### config.mk
export PLATFORM = sky130hd
export DESIGN_NAME = ysyx_23060191_gpr_file
export DESIGN_NICKNAME = d
export VERILOG_FILES = /design/src/rtl/ysyx_23060191_gpr_file.sv
export SDC_FILE = /design/constraint.sdc
export NUM_CORES = 2
export LEC_CHECK = 0
export BUFFER_PORTS_ARGS = -buffer_cell sky130_fd_sc_hd__buf_4
export CAP_MARGIN = 20
export CORE_MARGIN = 4
export CORE_UTILIZATION = 50
export DETAILED_ROUTE_END_ITERATION = 16
export GPL_TIMING_DRIVEN = 0
export PLACE_DENSITY = 0.69
export SETUP_SLACK_MARGIN = 0.5
export SYNTH_ARGS = -nofsm -noshare
export SYNTH_HDL_FRONTEND = slang
export SYNTH_SLANG_ARGS = --single-unit
### constraint.sdc
create_clock -name clk -period 5.6 [get_ports clk]
set_input_delay 0 -clock clk [delete_from_list [all_inputs] [get_ports clk]]
set_output_delay 0 -clock clk [all_outputs]
set_load 0.03 [all_outputs]
### src/rtl/ysyx_23060191_gpr_file.sv
`default_nettype none
// ----------------------------------------------------------------------------
// ysyx_23060191_gpr_file : 32-entry GPR file (x0 = 0), wb bypass, RAW scoreboard
// Revision: 1.0
// ----------------------------------------------------------------------------
module ysyx_23060191_gpr_file #(
  parameter int DATA_WIDTH = 32,
  parameter int CNT_WIDTH  = 2
) (
  input  logic                  clk,
  input  logic                  rstn,
  input  logic                  wb_en,
  input  logic [4:0]            wb_rd_addr,
  input  logic [DATA_WIDTH-1:0] wb_data,
  input  logic                  issue_valid,
  input  logic [4:0]            issue_rd,
  output logic                  issue_ready,
  input  logic [4:0]            rs1_addr,
  input  logic [4:0]            rs2_addr,
  output logic [DATA_WIDTH-1:0] rs1_data,
  output logic [DATA_WIDTH-1:0] rs2_data,
  output logic                  rs1_busy,
  output logic                  rs2_busy,
  output logic                  wb_underflow
);

  localparam logic [CNT_WIDTH-1:0] CNT_MAX  = '1;
  localparam logic [CNT_WIDTH-1:0] CNT_ZERO = '0;
  localparam logic [CNT_WIDTH-1:0] CNT_ONE  = CNT_WIDTH'(1);

  logic [DATA_WIDTH-1:0] data_w [32];
  logic [CNT_WIDTH-1:0]  cnt_w  [32];
  logic [31:0]           dec;
  logic [31:0]           inc;
  logic                  underflow_q;
  logic                  underflow_hit;

  assign data_w[0] = '0;
  assign cnt_w[0]  = CNT_ZERO;
  assign dec[0]    = 1'b0;
  assign inc[0]    = 1'b0;

  generate
    for (genvar r = 1; r < 32; r++) begin : g_reg
      logic [DATA_WIDTH-1:0] data_q;
      logic [CNT_WIDTH-1:0]  cnt_q;
      logic                  wb_hit;

      assign wb_hit    = wb_en && (wb_rd_addr == 5'(r));
      assign dec[r]    = wb_hit && (cnt_q != CNT_ZERO);
      assign inc[r]    = issue_valid && issue_ready && (issue_rd == 5'(r));
      assign data_w[r] = data_q;
      assign cnt_w[r]  = cnt_q;

      always_ff @(posedge clk) begin
        if (!rstn) begin
          data_q <= '0;
        end else if (wb_hit) begin
          data_q <= wb_data;
        end
      end

      // Simultaneous reserve and retire on one register cancel out.
      always_ff @(posedge clk) begin
        if (!rstn) begin
          cnt_q <= CNT_ZERO;
        end else if (inc[r] && !dec[r]) begin
          cnt_q <= cnt_q + CNT_ONE;
        end else if (dec[r] && !inc[r]) begin
          cnt_q <= cnt_q - CNT_ONE;
        end
      end
    end
  endgenerate

  // A full counter can still accept a reservation if it retires one this cycle.
  assign issue_ready = (issue_rd == 5'd0) || (cnt_w[issue_rd] != CNT_MAX) || dec[issue_rd];

  function automatic logic [DATA_WIDTH-1:0] read_port(input logic [4:0] addr);
    logic [DATA_WIDTH-1:0] val;
    val = data_w[addr];
    if (addr == 5'd0) begin
      val = '0;
    end else if (wb_en && (wb_rd_addr == addr)) begin
      val = wb_data;
    end
    return val;
  endfunction

  function automatic logic busy_port(input logic [4:0] addr);
    logic [CNT_WIDTH-1:0] remain;
    remain = cnt_w[addr] - (dec[addr] ? CNT_ONE : CNT_ZERO);
    return (addr != 5'd0) && (remain != CNT_ZERO);
  endfunction

  assign rs1_data = read_port(rs1_addr);
  assign rs2_data = read_port(rs2_addr);
  assign rs1_busy = busy_port(rs1_addr);
  assign rs2_busy = busy_port(rs2_addr);

  assign underflow_hit = wb_en && (wb_rd_addr != 5'd0) && (cnt_w[wb_rd_addr] == CNT_ZERO);

  always_ff @(posedge clk) begin
    if (!rstn) begin
      underflow_q <= 1'b0;
    end else if (underflow_hit) begin
      underflow_q <= 1'b1;
    end
  end

  assign wb_underflow = underflow_q;

endmodule
`default_nettype wire

### Word-level counts from Yosys, hierarchy flattened

Index checks and enable logic that the tools add are counted.

* bitwise logic cells: 4
* add/sub/neg operators: 64
* mux-type cells: 92
* order comparisons: 7
* equal/unequal tests: 65
* reductions and logical operators: 297

Operators with widths (count)
* $bmux 32 s5: 2
* $mux 32: 8
* $logic_and 1x1->1: 162
* $eq 5x5->1 const B: 32
* $mux 2: 70
* $reduce_bool 2->1: 64
* $eq 5x4->1 const B: 16
* $add 2x1->2 const B: 31
* $logic_not 1->1: 62
* $sub 2x1->2 const B: 31
* $bmux 2 s5: 4
* $eq 5x3->1 const B: 8
* $ge 6x6->1 const B: 4
* $not 5->6: 4
* $eq 5x2->1 const B: 4
* $lt 5x6->1 const B: 3
* $bmux 1 s5: 3
* $logic_not 5->1: 3
* $reduce_bool 5->1: 3
* $eq 5x1->1 const B: 2
* $eq 5x5->1: 2
* $mux 1: 5
* $sub 2x1->2: 2
* $logic_not 2->1: 1
* 2 further kinds: 3

* output and inout port bits: 68
* bits of input ports: 56
* word-level logic and storage cells: 592
* flip-flop bits (word level): 1055

### Logic depth before layout (Yosys ltp)

* word-level depth: 13
* mapped depth: 15
* mapped depth without buffers: 11

### Worst setup path after synthesis

OpenSTA, ideal clock, no wires.

* path type: register to register
* start: register g_reg[25].cnt_q[1]
* end: register g_reg[19].cnt_q[1]
* path buffers: 1
* data required time: 5524 ps
* data arrival time: 2643 ps
* library setup time: 76 ps
* clock period less this slack: 2719 ps
* path slack: 2881 ps
* cell stages (with the launch flop): 10
* path through: dfxtp_1 > mux4_1 > mux4_2 > o211ai_2 > o22ai_2 > buf_6 > nor4_1 > ha_1 > or3_1 > a21boi_0

* longest elaborated chain between the ends: 11
* elaborated cells between the ends (all ways): 17
* those cells by class: 1 x eq/ne; 6 x mux; 10 x reduce/logical

Ends and longest elaborated chain
* start: declaration: RTL line 46 `logic [CNT_WIDTH-1:0] cnt_q;`
* start signal: assignment: RTL line 68 `cnt_q <= cnt_q + CNT_ONE;`
* start signal: assignment: RTL line 70 `cnt_q <= cnt_q - CNT_ONE;`
* $bmux 2 s5: RTL line 77 `assign issue_ready = (issue_rd == 5'd0) || (cnt_w[issue_rd] != CNT_MAX) || dec[issue_rd];`
* $mux 2 (not written as such) (2 in series): RTL line 77
* $ne 2x2->1: RTL line 77
* $logic_or 1x1->1: RTL line 77
* $logic_or 1x1->1 *: RTL line 77
* $logic_and 1x1->1 * (2 in series): RTL line 51 `assign inc[r] = issue_valid && issue_ready && (issue_rd == 5'(r));`
* $logic_not 1->1: RTL line 69 `end else if (dec[r] && !inc[r]) begin`
* $logic_and 1x1->1: RTL line 69
* $reduce_bool 2->1 (no line)
* end signal: assignment: RTL line 68
* end signal: assignment: RTL line 70
* end: declaration: RTL line 46

Mark *: on every way between the ends. The rest lies on a longest branch, timed or not. The select of a mux whose other input is x is not followed.
A chain may end at the register's enable or synchronous reset.

### Final worst setup path

* start: input port wb_rd_addr[1]
* end: register g_reg[23].cnt_q[1]

* longest elaborated chain between the ends: 11
* elaborated cells between the ends (all ways): 104
* those cells by class: 31 x eq/ne; 3 x mux; 70 x reduce/logical

Ends and longest elaborated chain
* start: declaration: RTL line 13 `input logic [4:0] wb_rd_addr,`
* $eq 5x1->1, or another cell as far along: RTL line 49 `assign wb_hit = wb_en && (wb_rd_addr == 5'(r));`
* $logic_and 1x1->1: RTL line 49
* $logic_and 1x1->1: RTL line 50 `assign dec[r] = wb_hit && (cnt_q != CNT_ZERO);`
* $bmux 1 s5: RTL line 77
* $mux 1 (not written as such): RTL line 77
* $logic_or 1x1->1: RTL line 77
* $logic_and 1x1->1 (2 in series): RTL line 51
* $logic_not 1->1: RTL line 69
* $logic_and 1x1->1: RTL line 69
* $reduce_bool 2->1 (no line)
* end signal: assignment: RTL line 68
* end signal: assignment: RTL line 70
* end: declaration: RTL line 46

Several ways; a longest one is shown, not always the timed one. The select of a mux whose other input is x is not followed.

==> metrics.md <==
| Metric | Value |
|---|---|
| Status | finished, final reports clean |
| Final Skew | ~0.032 ns |
| Critical path capture point type | flip-flop |
| Fin Setup TNS | 0 ns |
| RSZ-0062 raised after global routing | no |
| CTS tree | done |
| H-tree Lvls | 3 |
| Post-route insts no fill | 8559 |
| Full die area | around 0.13 mm² |
| Layout filler cell count | 10700 |
| Final Max Tran Viols | 0 |
| Clock transition at path regs | 0.06 ns |
| Worst VDD drop | about 0.00026 V |
| Pwr dens | 266 mW/mm² |
| Site row count | 126 |
| P_leak | 22.2 nW |
| Placed insts | between 8000 and 9000 |
| Final period utilization | 84.9% |
| CTS resizes | 0 |
| Die Y | ~350 µm |
| Hpwl dp | about 250 mm |
| Post-synth top flop | dfxtp_1 |
| Largest net degree at the start of global routing | 18 |
| Min Tclk post-route | between 4 and 5 ns |
| Die width | between 300 and 400 µm |
| Routability cong. | roughly 1.1 |
| Worst Reg-to-Reg Cells | 11 |
| Final Core Density | between 50% and 60% |
| Routed vias | roughly 59000 |
| Met1 Use GR | a little over three fifths |
| Drt total wl | ~320 mm |
| Share of layout cells above drive strength 1 | about 16% |
| Post-DRT Antenna Nets | 0 |
| Avg Synthesized Cell Area | between 9 and 10 µm² |
| Seq pwr share | a little over two fifths |
| Register-to-register setup slack | 1.82 ns |
| Fmax | between 0.2 and 0.25 GHz |
| Worst r2r src | g_reg[21].cnt_q[0]$_SDFFE_PN0P_ |
| Vias/cell | 6.86 |
| Layout net count | 6926 |
| Root buffer cell | clkbuf_16 |
| Comb pwr share | 11.2% |
| DR pass1 iterations | 8 |
| Top post-synthesis cells by area | dfxtp_1, mux4_2, nand2_1 |
| Clk pwr share | between 40% and 50% |
| GRT met3 Usage | 19.8% |
| Fin. Hold Viols | 0 |
| Worst hold start | wb_rd_addr[4] |
| Syn-to-layout area delta | 12.9% |
| Post-synth ARST share | 0% |
| Clock Path Buffers | 3 |
| Vias in the first global route | between 50000 and 60000 |
| Max-cap violation count | 0 |
| Number of cells on the worst hold path | 6 |
| Mapped cell area | ~0.06 mm² |
| Crit path DAT | roughly 5.4 ns |
| Hold endpoint | g_reg[26].data_q[31]$_SDFFE_PN0P_ |
| Startpoint Class | input pin |
| I/O Buffers | slightly above 80 |
| Mapped Cells | 6559 |
| Clock Sinks | 1055 |
| Kind of critical path | input pin to flip-flop |
| Required time worst endpoint | about 6.3 ns |
| Tot GR Track Use | 49.4% |
| Net switching power figure | between 5 and 6 mW |
| Number of synthesized flops with an enable pin | 0 |
| CP Max Fanout | 10 |
| Clk_lat worst skew | around 0.8 ns |
| Detailed Route Iter0 Violations | between 10000 and 15000 |
| Library cells used by synthesis | ~80 |
| GR peak layer | met2 |
| Switch share | between 20% and 30% |
| First-pass GRT wire length | ~430 mm |
| Largest area contributor in the netlist | dfxtp_1 |
| Initial Util | about 51% |
| # setup viols final | 0 |
| P_int | about 13 mW |
| Boundary Pins | 124 |
| # DRC | 0 |
| Synth Warn # | 0 |
| Cts bufs inserted | about 120 |
| WL/cell | ~37 µm |
| GR Overflow Total | 0 |
| Reg-to-reg endpoint | g_reg[23].cnt_q[1]$_SDFFE_PN0P_ |
| Post-Syn Nets | ~6600 |
| Met2 GRT Util | around two thirds |
| Core area | 0.119 mm² |
| Register area share after synthesis | between 30% and 40% |
| Measured slew at the worst slew-check pin | about 1.4 ns |
| Synth top area share | between 30% and 40% |
| Min-Delay Path Class | input pin to flip-flop |
| Seq cells post-synth | 1055 |
| Slew Limit Headroom | approximately 9% |
| Initial antenna violation count | 40 |
| CP startpoint | wb_rd_addr[1] |
==> layout make-up <==
class	instances	area, µm²	area share [%]
inverter	11	41.3	0.0609
timing repair buffer	162	1620	2.39
buffer	695	2850	4.20
clock inverter	49	733	1.08
antenna	23	57.6	0.0849
multi-input combinational	4798	36000	53.2
tap	1600	2000	2.95
sequential	1055	21100	31.2
clock buffer	166	3310	4.89
==> worst max-delay path, stage by stage <==
cell	delay [ns]
dlygate4sd3_1	0.54
buf_4	0.16
or2_1	0.22
dlygate4sd3_1	0.57
buf_6	0.17
nor2_2	0.83
o21ai_0	0.52
o221a_2	0.40
o211ai_2	0.07
o22ai_2	0.15
buf_6	0.18
nor4_1	0.68
ha_1	0.39
or3_1	0.36
a21boi_0	0.20
==> routing by layer <==
layer / vias up / routed length (µm)
met4: 18 / 29600
li1: 23600 / -
met3: 1163 / 50300
met2: 5050 / 126000
met1: 28900 / 115000
met5: - / 125
==> kinds of logic (layout without fill, tap and decap cells) <==
group	count (synthesis)	count (layout)	synth area share [%]
other cells	0	23	0
fa+ha+maj	31	31	0.646
buf+inv	706	1083	4.80
simple gates	2495	2495	16.7
flops	1055	1055	35.2
mux	742	742	24.3
xor+xnor	67	67	0.977
compound gates	1463	1463	17.4
==> metrics by stage <==
stage          area [µm²]  total power, mW  hold WS (ns)  setup slack, ns
2_1_floorplan       60000             8.75         0.280             2.88
3_3_place_gp        62700             9.60         0.419             1.06
3_5_place_dp        63000             9.63         0.413             1.25
4_1_cts             67500             17.8        0.0399             1.08
5_1_grt             67700             18.2        0.0801            0.877
6_report            67800             18.0        0.0850            0.843
==> cell usage in the layout, fill, tap and decap left out, types with 33 or more instances in the layout <==
| cell type | synthesis | layout |
|---|---|---|
| a21boi_0 | 1023 | 1023 |
| a21oi_1 | 108 | 108 |
| a22o_1 | 37 | 37 |
| a22oi_1 | 67 | 67 |
| and2_1 | 33 | 33 |
| buf_1 | 40 | 37 |
| buf_2 | 89 | 92 |
| buf_4 | 11 | 96 |
| buf_8 | 0 | 34 |
| clkbuf_1 | 520 | 547 |
| clkbuf_16 | 0 | 116 |
| dfxtp_1 | 1055 | 1055 |
| dlygate4sd3_1 | 0 | 39 |
| mux2_2 | 103 | 103 |
| mux2i_1 | 76 | 76 |
| mux4_2 | 560 | 560 |
| nand2_1 | 2108 | 2108 |
| nor2_1 | 177 | 177 |
| o21ai_0 | 123 | 123 |
| o22ai_1 | 50 | 50 |
| or3_1 | 34 | 34 |
| xnor2_1 | 33 | 33 |
| xor2_1 | 34 | 34 |
==> cells in the mapped netlist, types with 5 or more instances <==
library cell,count
nand2_1,2108
dfxtp_1,1055
a21boi_0,1023
mux4_2,560
clkbuf_1,520
nor2_1,177
o21ai_0,123
a21oi_1,108
mux2_2,103
buf_2,89
mux2i_1,76
a22oi_1,67
o22ai_1,50
buf_1,40
a22o_1,37
or3_1,34
xor2_1,34
and2_1,33
xnor2_1,33
ha_1,31
clkbuf_2,29
nor3_1,27
nor4_1,21
nand3_1,15
nor2b_1,13
buf_4,11
nand2b_1,10
o211ai_1,10
inv_1,9
buf_6,6
nand3b_1,6
nand4b_1,6
a2111oi_0,5
a211oi_1,5
nand4_1,5
or2_2,5
==> power by group through the flow <==
stage / clock network [mW] / logic (mW) / registers, mW
floorplan: 0 / 0.989 / 7.76
detailed placement: 0 / 1.86 / 7.78
CTS: 8.31 / 1.88 / 7.61
finish: 8.38 / 2.02 / 7.61
global route: 8.62 / 1.99 / 7.62
global placement: 0 / 1.83 / 7.77
==> flip-flops by register name (all words and copies together) (netlist names) <==
| name | cells |
|---|---|
| g.cnt_q | 62 |
| wb_underflow | 1 |
| g.data_q | 992 |
==> worst max path at each step <==
stage | depth (start not counted) | slack [ns] | end
global route | 15 | 0.88 | g_reg[23].cnt_q[1]$_SDFFE_PN0P_
finish | 15 | 0.84 | g_reg[23].cnt_q[1]$_SDFFE_PN0P_
CTS | 15 | 1.08 | g_reg[23].cnt_q[1]$_SDFFE_PN0P_
detailed placement | 13 | 1.25 | g_reg[20].cnt_q[1]$_SDFFE_PN0P_
floorplan | 9 | 2.88 | g_reg[19].cnt_q[1]$_SDFFE_PN0P_
global placement | 11 | 1.06 | rs1_data[4]
==> what timing repair did <==
| action | CTS | global route |
|---|---|---|
| buffers inserted | 0 | 0 |
| hold buffers | 39 | 0 |
| hold endpoints to repair | 135 | 0 |
Power figures use the tool's default switching activity.
